===== src/rtl/motor_pwm_driver.sv =====
// Per-wheel H-bridge driver: synchronised motor command in, direction pins plus PWM out,
// with soft-start/soft-stop ramping, reversal dead-time and proximity emergency brake.
module motor_pwm_driver #(
    parameter int PWM_PERIOD  = 1000,
    parameter int DUTY_SLOW   = 500,
    parameter int DUTY_FAST   = 1000,
    parameter int RAMP_STEP   = 50,
    parameter int RAMP_DIV    = 5000,
    parameter int DEAD_CYCLES = 50000
) (
    input  logic       clk,
    input  logic       reset_n,
    input  logic [2:0] motor_cmd,
    input  logic       prox_in,
    output logic       in_a,
    output logic       in_b,
    output logic       pwm_out,
    output logic       busy,
    output logic       blocked
);

    localparam int PW = (PWM_PERIOD > 1) ? $clog2(PWM_PERIOD) : 1;
    localparam int DW = $clog2(PWM_PERIOD + RAMP_STEP + 1);
    localparam int RW = (RAMP_DIV > 1) ? $clog2(RAMP_DIV) : 1;
    localparam int CW = (DEAD_CYCLES > 1) ? $clog2(DEAD_CYCLES) : 1;

    localparam logic [PW-1:0] PWM_LAST  = PW'(PWM_PERIOD - 1);
    localparam logic [RW-1:0] RAMP_LAST = RW'(RAMP_DIV - 1);
    localparam logic [CW-1:0] DEAD_LAST = CW'(DEAD_CYCLES - 1);
    localparam logic [DW-1:0] STEP      = DW'(RAMP_STEP);
    localparam logic [DW-1:0] TGT_SLOW  = DW'(DUTY_SLOW);
    localparam logic [DW-1:0] TGT_FAST  = DW'(DUTY_FAST);

    typedef enum logic [2:0] {
        S_IDLE,
        S_RUN,
        S_RAMP_DOWN,
        S_DEAD,
        S_BRAKE
    } state_t;

    state_t        state_q, state_d;
    logic [2:0]    cmd_s1_q, cmd_s2_q;
    logic          prox_s1_q, prox_s2_q;
    logic          dir_q, dir_d;
    logic [DW-1:0] ramp_q, ramp_d;
    logic [DW-1:0] duty_q, duty_d;
    logic [PW-1:0] pwm_cnt_q, pwm_cnt_d;
    logic [RW-1:0] ramp_cnt_q, ramp_cnt_d;
    logic [CW-1:0] dead_cnt_q, dead_cnt_d;
    logic          in_a_q, in_a_d, in_b_q, in_b_d;
    logic          pwm_q, pwm_d, busy_q, busy_d, blocked_q, blocked_d;

    logic          en, dir, fast, prox, fwd_brake, ramping, tick, clear;
    logic [DW-1:0] target;

    always_ff @(posedge clk or negedge reset_n) begin
        if (!reset_n) begin
            cmd_s1_q   <= '0;
            cmd_s2_q   <= '0;
            prox_s1_q  <= 1'b0;
            prox_s2_q  <= 1'b0;
            state_q    <= S_IDLE;
            dir_q      <= 1'b0;
            ramp_q     <= '0;
            duty_q     <= '0;
            pwm_cnt_q  <= '0;
            ramp_cnt_q <= '0;
            dead_cnt_q <= '0;
            in_a_q     <= 1'b0;
            in_b_q     <= 1'b0;
            pwm_q      <= 1'b0;
            busy_q     <= 1'b0;
            blocked_q  <= 1'b0;
        end else begin
            cmd_s1_q   <= motor_cmd;
            cmd_s2_q   <= cmd_s1_q;
            prox_s1_q  <= prox_in;
            prox_s2_q  <= prox_s1_q;
            state_q    <= state_d;
            dir_q      <= dir_d;
            ramp_q     <= ramp_d;
            duty_q     <= duty_d;
            pwm_cnt_q  <= pwm_cnt_d;
            ramp_cnt_q <= ramp_cnt_d;
            dead_cnt_q <= dead_cnt_d;
            in_a_q     <= in_a_d;
            in_b_q     <= in_b_d;
            pwm_q      <= pwm_d;
            busy_q     <= busy_d;
            blocked_q  <= blocked_d;
        end
    end

    always_comb begin
        en        = cmd_s2_q[0];
        dir       = cmd_s2_q[1];
        fast      = cmd_s2_q[2];
        prox      = prox_s2_q;
        fwd_brake = prox && dir_q;
        state_d   = state_q;
        dir_d     = dir_q;

        // Brake is checked first so it wins over a same-cycle disable or reversal.
        case (state_q)
            S_IDLE: begin
                if (en) begin
                    state_d = S_RUN;
                    dir_d   = dir;
                end
            end
            S_RUN: begin
                if (fwd_brake)                state_d = S_BRAKE;
                else if (!en || dir != dir_q) state_d = S_RAMP_DOWN;
            end
            S_RAMP_DOWN: begin
                if (fwd_brake)                         state_d = S_BRAKE;
                else if (ramp_q == '0 && duty_q == '0) state_d = S_DEAD;
            end
            S_DEAD: begin
                if (dead_cnt_q == DEAD_LAST) begin
                    if (en) begin
                        state_d = S_RUN;
                        dir_d   = dir;
                    end else begin
                        state_d = S_IDLE;
                    end
                end
            end
            S_BRAKE: begin
                if (!prox || !(en && dir)) state_d = S_DEAD;
            end
            default: state_d = S_IDLE;
        endcase
    end

    always_comb begin
        ramping    = (state_q == S_RUN) || (state_q == S_RAMP_DOWN);
        tick       = ramping && (ramp_cnt_q == RAMP_LAST);
        ramp_cnt_d = (ramping && !tick) ? ramp_cnt_q + 1'b1 : '0;
        target     = (state_q == S_RUN) ? (fast ? TGT_FAST : TGT_SLOW) : '0;
        clear      = !ramping || (state_d == S_BRAKE);

        ramp_d = ramp_q;
        if (tick) begin
            if (ramp_q < target)
                ramp_d = (target - ramp_q > STEP) ? ramp_q + STEP : target;
            else if (ramp_q > target)
                ramp_d = (ramp_q - target > STEP) ? ramp_q - STEP : target;
        end

        // Duty only changes at the period boundary, taking the post-tick ramp value.
        duty_d    = (pwm_cnt_q == PWM_LAST) ? ramp_d : duty_q;
        pwm_cnt_d = (pwm_cnt_q == PWM_LAST) ? '0 : pwm_cnt_q + 1'b1;
        if (clear) begin
            ramp_d = '0;
            duty_d = '0;
        end

        dead_cnt_d = (state_q == S_DEAD && dead_cnt_q != DEAD_LAST) ? dead_cnt_q + 1'b1 : '0;

        in_a_d = 1'b0;
        in_b_d = 1'b0;
        pwm_d  = 1'b0;
        case (state_d)
            S_RUN, S_RAMP_DOWN: begin
                in_a_d = dir_d;
                in_b_d = !dir_d;
                pwm_d  = DW'(pwm_cnt_q) < duty_q;
            end
            S_BRAKE: begin
                in_a_d = 1'b1;
                in_b_d = 1'b1;
            end
            default: ;
        endcase
        busy_d    = (state_d != S_IDLE);
        blocked_d = (state_d == S_BRAKE);
    end

    assign in_a    = in_a_q;
    assign in_b    = in_b_q;
    assign pwm_out = pwm_q;
    assign busy    = busy_q;
    assign blocked = blocked_q;

endmodule


===== config.mk =====
export PLATFORM = sky130hd
export DESIGN_NAME = motor_pwm_driver
export DESIGN_NICKNAME = d
export VERILOG_FILES = /design/src/rtl/motor_pwm_driver.sv
export SDC_FILE = /design/constraint.sdc
export NUM_CORES = 1
export LEC_CHECK = 0
export CORE_MARGIN = 5
export CORE_UTILIZATION = 52
export DETAILED_ROUTE_END_ITERATION = 7
export PLACE_DENSITY = 0.69
export SYNTH_ARGS = -nofsm -noshare
export SYNTH_HDL_FRONTEND = slang
export SYNTH_SLANG_ARGS = --single-unit

===== constraint.sdc =====
create_clock -name clk -period 5.57 [get_ports clk]
set_input_delay 0.557 -clock clk [delete_from_list [all_inputs] [get_ports clk]]
set_output_delay 0.557 -clock clk [all_outputs]
set_load 0.005 [all_outputs]

==> results of run 1 <==
[flip-flops by register name (all words and copies together), names as in the netlist, 3 cells and up]
| signal | flops |
|---|---|
| dead_cnt_q | 16 |
| pwm_cnt_q | 10 |
| ramp_cnt_q | 13 |
| state_q | 3 |
| cmd_s2_q | 3 |
| duty_q | 11 |
| cmd_s1_q | 3 |
| ramp_q | 11 |
[logic make-up (layout without fill, tap and decap cells)]
| logic type | Yosys count | count (layout) |
|---|---|---|
| AND/OR/NAND/NOR | 256 | 256 |
| AO/OA/AOI/OAI | 129 | 129 |
| flip-flops | 78 | 78 |
| buffers and inverters | 60 | 62 |
| XOR/XNOR | 44 | 44 |
| adder cells (fa/ha/maj) | 29 | 29 |
| multiplexers | 4 | 4 |
[cell usage in the layout, fill, tap and decap left out, drive strengths merged, types with 11 or more instances in the layout]
master / synthesis / layout
dfrtp: 78 / 78
nor2: 71 / 71
nand2: 51 / 51
inv: 32 / 34
nand3: 33 / 33
o21ai: 30 / 30
a21oi: 28 / 28
ha: 28 / 28
xor2: 24 / 24
xnor2: 20 / 20
and3: 19 / 19
nand4: 14 / 14
nor3: 11 / 11
[worst min-delay path by stage]
stage,endpoint,start,depth (start not counted),slack [ps]
final,ramp_q[4],reset_n,1,320
after global routing,cmd_s2_q[2],cmd_s1_q[2],0,370
after CTS,prox,prox_s1_q,0,360
after detailed placement,prox,prox_s1_q,0,340
after global placement,cmd_s2_q[1],cmd_s1_q[1],0,330
after floorplan,blocked,reset_n,0,260
[layer usage]
metal	part of all wire, %	wire length, um	GRT usage, %
met1	46	5858	31.05
met2	47	6104	37.01
met3	5.5	708	4.169
met4	1.5	189	6.589
met5	0	0	0
[layout make-up]
| type | instances | area (um2) |
|---|---|---|
| Timing Repair Buffer | 12 | 112.6 |
| Clock inverter | 6 | 92.59 |
| Inverter | 34 | 127.6 |
| Sequential cell | 78 | 1952 |
| Tap cell | 133 | 166.4 |
| Multi-Input combinational cell | 462 | 2980 |
| Clock buffer | 10 | 127.6 |
| Fill cell | 899 | 4170 |
[through the flow]
step	area [um2]	hold slack, ps
3_5_place_dp	5339	337.2
3_3_place_gp	5339	332.7
6_report	5559	322.8
4_1_cts	5559	355.9
5_1_grt	5559	373.7
2_1_floorplan	5172	261.4
[power by group]
group	internal [mW]	total, mW	switching [mW]
registers	0.608	0.653	0.0458
logic	0.390	1.14	0.746
clock network	0.256	0.474	0.218
[critical path, stage by stage, from the launching register on]
cell and delay [ps]:
dfrtp_1 530, or3b_1 340, clkinv_1 420, ha_1 570, a21oi_1 330, o22ai_1 140
or4b_4 510, a2111oi_4 440, and2_2 380, a211oi_1 100, or4_1 440, o22ai_1 170
o31ai_1 110
==> flow_metrics.env, run 1 <==
export IMPL_max_freq_ghz=0.2175
export IMPL_nets=632
export IMPL_antenna_found_initial=0
export IMPL_crit_path_end_kind="register"
export IMPL_place_ws_ps=1089
export IMPL_num_antenna_cells=0
export IMPL_synth_fa_ha_area_share_pct=7.160
export IMPL_rr_endpoint="duty_q[6]"
export IMPL_post_drt_wl_per_cell_um=17.50
export IMPL_grt_ovfl_total=0
export IMPL_crit_required_ps=5800
export IMPL_status="finished clean"
export IMPL_ys_seq_elements=78
export IMPL_grt_pass1_vias=4344
export IMPL_insertion_delay_ps=350
export IMPL_finalSetupViolCount=0
export IMPL_synthArstFlopShare_pct=100.0
export IMPL_yosys_top_cells_count="dfrtp_1, nor2_1, nand2_1"
export IMPL_cts_buffers=9
export IMPL_synth_most_common_cell="dfrtp_1"
export IMPL_timing_rr_start="state_q[2]"
export IMPL_ir_worst_vdd_uv=265.7
export IMPL_fin_crit_ps=4598
export IMPL_dieWidth_um=109.7
export IMPL_worst_r2r_setup_slack_ps=970
export IMPL_cts_hold_buffers=0
export IMPL_finalCritPeriodShare_pct=82.55
export IMPL_htree_levels=3
export IMPL_hold_path_class="primary input to asynchronous set/reset pin"
export IMPL_place_gp_congestion=0.9241
export IMPL_final_max_slew_viol_count=0
export IMPL_synth_area_leaders="dfrtp_1, ha_1, nor2_1"
export IMPL_rows=36
export IMPL_dieArea_um2=12040
export IMPL_power_mw=2.263
export IMPL_ys_seq_area_share_pct=37.74
export IMPL_syn_inst=600
export IMPL_yosys_warnings=0
export IMPL_post_route_util_pct=57.14
export IMPL_final_hold_viol_count=0
export IMPL_reg2reg_depth=12
export IMPL_critPathMaxFanout=13
export IMPL_finalSetupTns_ps=0
export IMPL_cts_root_buf="clkbuf_8"
export IMPL_clk_pin_slew_ps=90
export IMPL_io_pins=11
export IMPL_synth_edf_count=0
export IMPL_initial_core_util_pct=53.16
export IMPL_cts_tree="built"
export IMPL_power_density_nw_per_um2=407.1
export IMPL_wl_mm=12.86
export IMPL_synth_top_area_cell="dfrtp_1"
export IMPL_tightest_slew_ps=977.9
export IMPL_finalWorstSetupSlack_ps=971.8
export IMPL_fp_dieH_um=109.7
export IMPL_initialDrtViolationCount=291
export IMPL_core_area_um2=9729
export IMPL_rsz0062_at_grt="no"
export IMPL_synth_top_cell_area_share_pct=37.74
export IMPL_synth_distinct_cells=63
export IMPL_placedCellCount=719
export IMPL_syn_num_nets=635
export IMPL_crit_end="duty_q[6]"
export IMPL_syn2layout_area_growth_pct=7.475
export IMPL_synth_compound_area_share_pct=16.79
export IMPL_stdcell_count=735
export IMPL_worstPathArrival_ps=4820
export IMPL_clock_sinks=78
export IMPL_clock_skew_ps=13.24
export IMPL_dp_hpwl_mm=9.269
export IMPL_avgSynthCellArea_um2=8.621
export IMPL_io_buffers=10
export IMPL_p_leak_nw=2.381
export IMPL_cts_buffer_depth=2
export IMPL_synth_mux_area_share_pct=0.7983
export IMPL_cts_setup_buffers=0
export IMPL_synth_simple_area_share_pct=25.30
export IMPL_grt_pass1_wl_mm=21.50
export IMPL_dr_pass1_iters=6
export IMPL_synth_top_family_by_area="simple AND/OR/NAND/NOR gates"
export IMPL_grt_usage_pct=22.74
export IMPL_detail_route_vias_per_cell=6.044
export IMPL_maxSlewHeadroom_pct=34.81
export IMPL_path_class="register to register"
export IMPL_synth_xor_area_share_pct=7.450
export IMPL_startpoint_type="register"
export IMPL_drc=0
export IMPL_vias=4442
export IMPL_grt_max_degree=79
export IMPL_maxCapViolations=0
export IMPL_ys_flop_type="dfrtp_1"
export IMPL_drive_above_1_share_pct=5.482
export IMPL_ant_nets=0
export IMPL_synth_area_um2=5172
export IMPL_postCtsResizedCells=0
export IMPL_crit_path_start="state_q[2]"
No activity file was read; power rests on OpenSTA's default activity.
==> inputs of run 2 (changes only) <==
--- a/config.mk
+++ b/config.mk
@@ -8,7 +8,7 @@
 export CORE_MARGIN = 5
 export CORE_UTILIZATION = 52
 export DETAILED_ROUTE_END_ITERATION = 7
-export PLACE_DENSITY = 0.69
+export PLACE_DENSITY = 0.71
 export SYNTH_ARGS = -nofsm -noshare
 export SYNTH_HDL_FRONTEND = slang
 export SYNTH_SLANG_ARGS = --single-unit
==> constraint.sdc (replaced) <==
create_clock -name clk -period 3.8 [get_ports clk]
set_input_delay 0.38 -clock clk [delete_from_list [all_inputs] [get_ports clk]]
set_output_delay 0.38 -clock clk [all_outputs]
set_load 0.005 [all_outputs]
==> run 2 against run 1 <==
Compared with the run above:
- count of clock-buffer cells in the layout fell by 1
- sequential power up 42%
- clock skew increased by 0.75 ps
- die area stayed put
- highest routed layer unchanged
- hold slack worse by 190 ps
- critical endpoint is now ramp_q[6]
- non-clock buffer count grew 36
- via count increased by 3.3%
- power up 62%
- first-iteration DRC count is 16% higher
==> flow_metrics.env, run 2 (synthesized netlist as in run 1, its figures left out) <==
export IMPL_grt_usage_pct=23.18
export IMPL_crit_chain="or3b_4 > clkinv_2 > nand2_2 > ha_1 > nand4_1 > a21oi_1 > o31a_1 > a2111oi_4 > buf_4 > and2_2 > and3_1 > or4_1 > o22ai_1 > nor3_1"
export IMPL_rows=36
export IMPL_initialDrtViolationCount=339
export IMPL_clkPwrFrac_pct=18.2
export IMPL_wl_mm=13.24
export IMPL_clock_skew_ps=13.99
export IMPL_insertion_delay_ps=360
export IMPL_drive_above_1_share_pct=13.93
export IMPL_final_hold_viol_count=0
export IMPL_ant_nets=0
export IMPL_worstPathArrival_ps=3880
export IMPL_fillCellCount=854
export IMPL_largest_register_ffs=16
export IMPL_power_density_nw_per_um2=613.1
export IMPL_io_pins=11
export IMPL_clock_sinks=78
export IMPL_grt_ovfl_total=0
export IMPL_tightest_slew_ps=987.5
export IMPL_antenna_found_initial=0
export IMPL_htree_levels=3
export IMPL_worst_r2r_setup_slack_ps=160
export IMPL_mostFrequentLayoutCells="dfrtp_1, nor2_1, nand2_1, buf_4, nand3_1"
export IMPL_cp_num_buf_inv=2
export IMPL_detail_route_vias_per_cell=5.944
export IMPL_ir_worst_vdd_uv=382.4
export IMPL_comb_power_share_pct=56.4
export IMPL_grt_max_degree=79
export IMPL_grt_pass1_wl_mm=21.92
export IMPL_maxSlewHeadroom_pct=34.17
export IMPL_finalSetupViolCount=0
export IMPL_initial_core_util_pct=53.16
export IMPL_critPathMaxFanout=6
export IMPL_final_common_cell="dfrtp_1"
export IMPL_hold_path_class="primary input to asynchronous set/reset pin"
export IMPL_startpoint_type="register"
export IMPL_core_area_um2=9729
export IMPL_timing_rr_start="state_q[2]"
export IMPL_p_int_mw=2.066
export IMPL_syn2layout_area_growth_pct=15.48
export IMPL_fp_dieH_um=109.7
export IMPL_drc=0
export IMPL_finalCritPeriodShare_pct=95.91
export IMPL_crit_required_ps=4030
export IMPL_sw_frac_of_total_pct=43.60
export IMPL_num_antenna_cells=0
export IMPL_biggestRegsByFlops="dead_cnt_q: 16 flops, ramp_cnt_q: 13 flops"
export IMPL_dieWidth_um=109.7
export IMPL_clk_pin_slew_ps=100
export IMPL_dieArea_um2=12040
export IMPL_grt_pass1_vias=4503
export IMPL_dr_pass1_iters=5
export IMPL_post_route_util_pct=61.39
export IMPL_cts_root_buf="clkbuf_8"
export IMPL_vias=4589
export IMPL_top_register="dead_cnt_q"
export IMPL_nets=669
export IMPL_seqPwrFrac_pct=25.4
export IMPL_cts_hold_buffers=0
export IMPL_path_class="register to register"
export IMPL_cts_buffers=9
export IMPL_critPathTopFamily="simple AND/OR/NAND/NOR gates"
export IMPL_rr_endpoint="ramp_q[6]"
export IMPL_switching_power_mw=1.597
export IMPL_max_stage_delay_ps=510
export IMPL_cts_buffer_depth=2
export IMPL_post_drt_wl_per_cell_um=17.15
export IMPL_maxCapViolations=0
export IMPL_slowest_stage="or4_1"
export IMPL_max_freq_ghz=0.2744
export IMPL_crit_path_end_kind="register"
export IMPL_dp_hpwl_mm=9.616
export IMPL_io_buffers=10
export IMPL_reg2reg_depth=14
export IMPL_place_gp_congestion=0.8884
export IMPL_crit_path_start="state_q[2]"
export IMPL_finalWorstSetupSlack_ps=155.4
export IMPL_fin_crit_ps=3645
export IMPL_cts_tree="built"
export IMPL_place_ws_ps=-32.22
export IMPL_p_leak_nw=2.583
export IMPL_final_max_slew_viol_count=0
export IMPL_status="finished clean"
-- run 2: cell count changes in the layout (fill, tap and decap cells not counted), sizes merged --
cell      delta
clkinvlp     -1
bufinv       -1
clkbuf       -1
inv          +3
and2         +1
buf         +36
-- run 2: routing by layer --
layer | wire [um] | share of wire [%] | GRT usage (%) | vias up
li1 | - | - | - | 2202
met1 | 5940 | 45 | 31.55 | 2224
met2 | 6406 | 48 | 37.40 | 131
met3 | 577 | 4.4 | 3.699 | 32
met4 | 316 | 2.4 | 8.370 | 0
met5 | 0 | 0 | 0 | -
-- run 2: per-stage QoR --
stage                     setup TNS, ps  power, mW  instance area [um2]  hold slack (ps)  cells
after floorplan                       0      2.213                 5185            84.41    600
after global placement                0      2.785                 5558            335.4    747
after detailed placement         -42.02      2.791                 5558            337.2    747
after CTS                             0      3.487                 5796            211.6    765
after global routing             -23.19      3.913                 5973            229.8    772
final                                 0      3.662                 5973            136.0    772
-- run 2: power groups by stage --
stage	sequential [mW]	clock, mW	combinational [mW]
detailed placement	0.949	0	1.84
global route	0.939	0.722	2.25
finish	0.930	0.666	2.07
CTS	0.933	0.689	1.87
floorplan	0.938	0	1.28
global placement	0.947	0	1.84
-- run 2: worst max path at each step --
stage | endpoint | depth (start not counted)
floorplan | duty_q[8] | 16
global placement | duty_q[9] | 13
detailed placement | duty_q[9] | 13
CTS | duty_q[6] | 13
global route | duty_q[6] | 14
finish | ramp_q[6] | 14
-- run 2: layout make-up --
| cell class | count | area (um2) | area share (%) |
|---|---|---|---|
| clock inverter | 7 | 86.33 | 1.445 |
| timing repair buffer | 48 | 407.9 | 6.829 |
| clock buffer | 9 | 123.9 | 2.074 |
| sequential | 78 | 1953 | 32.70 |
| tap | 133 | 166.4 | 2.786 |
| multi-input combinational | 463 | 3107 | 52.01 |
| inverter | 34 | 128.9 | 2.158 |
-- run 2: what timing repair did --
item | 4_1_cts | 5_1_grt
gates cloned | 0 | 1
pin swaps | 1 | 6
setup buffers | 2 | 6
resized for setup | 0 | 26
setup endpoints to repair | 2 | 22
==> inputs of run 3 (changes only) <==
--- a/config.mk
+++ b/config.mk
@@ -8,6 +8,7 @@
 export CORE_MARGIN = 5
 export CORE_UTILIZATION = 52
 export DETAILED_ROUTE_END_ITERATION = 7
+export GPL_ROUTABILITY_DRIVEN = 0
 export PLACE_DENSITY = 0.71
 export SYNTH_ARGS = -nofsm -noshare
 export SYNTH_HDL_FRONTEND = slang
==> run 3 against run 2 <==
Compared with the run above:
- the flow now finishes with violations (negative setup slack)
- cell area up 0.10%
- highest routed layer unchanged
- clock skew fell by 6.5 ps
- cell count up 0.65%
- worst setup slack got worse by 180 ps
==> flow_metrics.env, run 3 (synthesized netlist as in run 1, its figures left out) <==
export IMPL_clkPwrFrac_pct=15.6
export IMPL_design_area_um2=5979
export IMPL_dieWidth_um=109.7
export IMPL_clk_pin_slew_ps=80
export IMPL_top_register="dead_cnt_q"
export IMPL_seq_area_um2=1953
export IMPL_crit_required_ps=4060
export IMPL_grt_ovfl_total=0
export IMPL_post_route_util_pct=61.46
export IMPL_placed_cell_area_um2=5558
export IMPL_grt_pass1_wl_mm=21.69
export IMPL_switching_power_mw=1.612
export IMPL_max_stage_delay_ps=540
export IMPL_largest_register_ffs=16
export IMPL_clock_skew_ps=7.444
export IMPL_cts_buffers=9
export IMPL_rr_endpoint="duty_q[9]"
export IMPL_place_ws_ps=16.07
export IMPL_critPathMaxFanout=7
export IMPL_syn2layout_area_growth_pct=15.60
export IMPL_dp_hpwl_mm=9.467
export IMPL_vias=4780
export IMPL_sw_frac_of_total_pct=44.11
export IMPL_crit_path_end_kind="register"
export IMPL_worstPathArrival_ps=4080
export IMPL_io_pins=11
export IMPL_insertion_delay_ps=370
export IMPL_mostFrequentLayoutCells="dfrtp_1, nor2_1, nand2_1, buf_4, nand3_1"
export IMPL_multiInputGateArea_um2=3127
export IMPL_grt_pass1_vias=4539
export IMPL_tightest_slew_ps=983.6
export IMPL_drive_above_1_share_pct=15.68
export IMPL_ant_nets=0
export IMPL_cts_root_buf="clkbuf_8"
export IMPL_detail_route_vias_per_cell=6.152
export IMPL_final_common_cell="dfrtp_1"
export IMPL_violations="negative setup slack"
export IMPL_core_area_um2=9729
export IMPL_drc=0
export IMPL_worst_r2r_setup_slack_ps=-20
export IMPL_dieArea_um2=12040
export IMPL_holdWs_ps=158.1
export IMPL_grt_usage_pct=23.07
export IMPL_clock_sinks=78
export IMPL_crit_chain="or3b_4 > inv_4 > nand2_2 > buf_4 > ha_1 > a21oi_2 > o22ai_1 > or4b_4 > a2111oi_4 > and2_4 > buf_4 > o21ai_1 > a2bb2oi_1 > o211ai_1 > a32o_1"
export IMPL_initial_core_util_pct=53.16
export IMPL_fillCellCount=853
export IMPL_final_hold_viol_count=0
export IMPL_reg2reg_depth=15
export IMPL_timing_rr_start="state_q[1]"
export IMPL_status="finished, violations left"
export IMPL_num_antenna_cells=0
export IMPL_finalSetupViolCount=2
export IMPL_cts_tree="built"
export IMPL_cts_buffer_depth=2
export IMPL_rows=36
export IMPL_p_leak_nw=2.591
export IMPL_critPathTopFamily="compound AO/OA/AOI/OAI gates"
export IMPL_fp_dieH_um=109.7
export IMPL_max_freq_ghz=0.2618
export IMPL_wl_mm=13.68
export IMPL_seqPwrFrac_pct=25.5
export IMPL_grt_max_degree=79
export IMPL_ir_worst_vdd_uv=253.1
export IMPL_finalWorstSetupSlack_ps=-19.65
export IMPL_hold_path_class="primary input to asynchronous set/reset pin"
export IMPL_maxSlewHeadroom_pct=34.43
export IMPL_htree_levels=3
export IMPL_fin_crit_ps=3820
export IMPL_p_int_mw=2.042
export IMPL_startpoint_type="register"
export IMPL_cp_num_buf_inv=3
export IMPL_maxCapViolations=0
export IMPL_io_buffers=10
export IMPL_biggestRegsByFlops="dead_cnt_q: 16 flops, ramp_cnt_q: 13 flops"
export IMPL_power_density_nw_per_um2=611.1
export IMPL_antenna_found_initial=0
export IMPL_crit_top_cell="buf_4"
export IMPL_post_drt_wl_per_cell_um=17.61
export IMPL_final_max_slew_viol_count=0
export IMPL_slowest_stage="or4b_4"
export IMPL_comb_power_share_pct=58.9
export IMPL_finalCritPeriodShare_pct=100.5
export IMPL_nets=674
export IMPL_initialDrtViolationCount=399
export IMPL_dr_pass1_iters=5
export IMPL_path_class="register to register"
run 3: cell types whose count changed in the layout (fill, tap and decap cells not counted), moves of 2 or more:
cell     change
buf_4        +5
o21ai_2      +2
inv_6        -2
a21oi_2      +3
buf_12       -2
inv_8        -2
o21ai_0      -2
buf_6        +2
a21oi_1      -2
run 3: repair_timing:
item / CTS / global route
gates cloned: 0 / 1
hold buffers: 0 / 0
setup buffers: 0 / 14
endpoints found under the setup margin: 2 / 20
pin swaps: 1 / 17
gates resized for setup: 2 / 33
run 3: worst max-delay path by stage:
stage	start	to	cells past startpoint
2_1_floorplan	state_q[1]	duty_q[8]	16
3_3_place_gp	state_q[1]	duty_q[6]	14
6_report	state_q[1]	duty_q[9]	15
5_1_grt	state_q[1]	duty_q[9]	15
3_5_place_dp	state_q[2]	duty_q[6]	13
4_1_cts	state_q[1]	duty_q[6]	14
run 3: power groups by stage:
stage | logic, mW | registers (mW) | clock network, mW
after floorplan | 1.28 | 0.938 | 0
after global placement | 1.78 | 0.947 | 0
after detailed placement | 1.81 | 0.950 | 0
after CTS | 1.83 | 0.934 | 0.586
after global routing | 2.31 | 0.940 | 0.618
final | 2.15 | 0.931 | 0.571
run 3: per-stage QoR:
stage | TNS (ps) | cells | total power [mW]
floorplan | 0 | 600 | 2.213
global placement | 0 | 747 | 2.728
detailed placement | 0 | 747 | 2.761
CTS | 0 | 763 | 3.347
global route | -858.2 | 777 | 3.871
finish | -28.24 | 777 | 3.654
run 3: layout make-up:
type / instances / share of cell area, %
Timing Repair Buffer: 53 / 7.156
Inverter: 34 / 2.176
Clock inverter: 5 / 0.5650
Tap cell: 133 / 2.783
Sequential cell: 78 / 32.66
Multi-Input combinational cell: 463 / 52.29
Clock buffer: 11 / 2.365
run 3: layer usage:
layer	vias up	part of all wire, %	track usage [%]
met4	0	3.7	9.350
met1	2269	40	29.58
met5	-	0	0
met3	63	8.3	5.872
li1	2215	-	-
met2	233	48	37.18
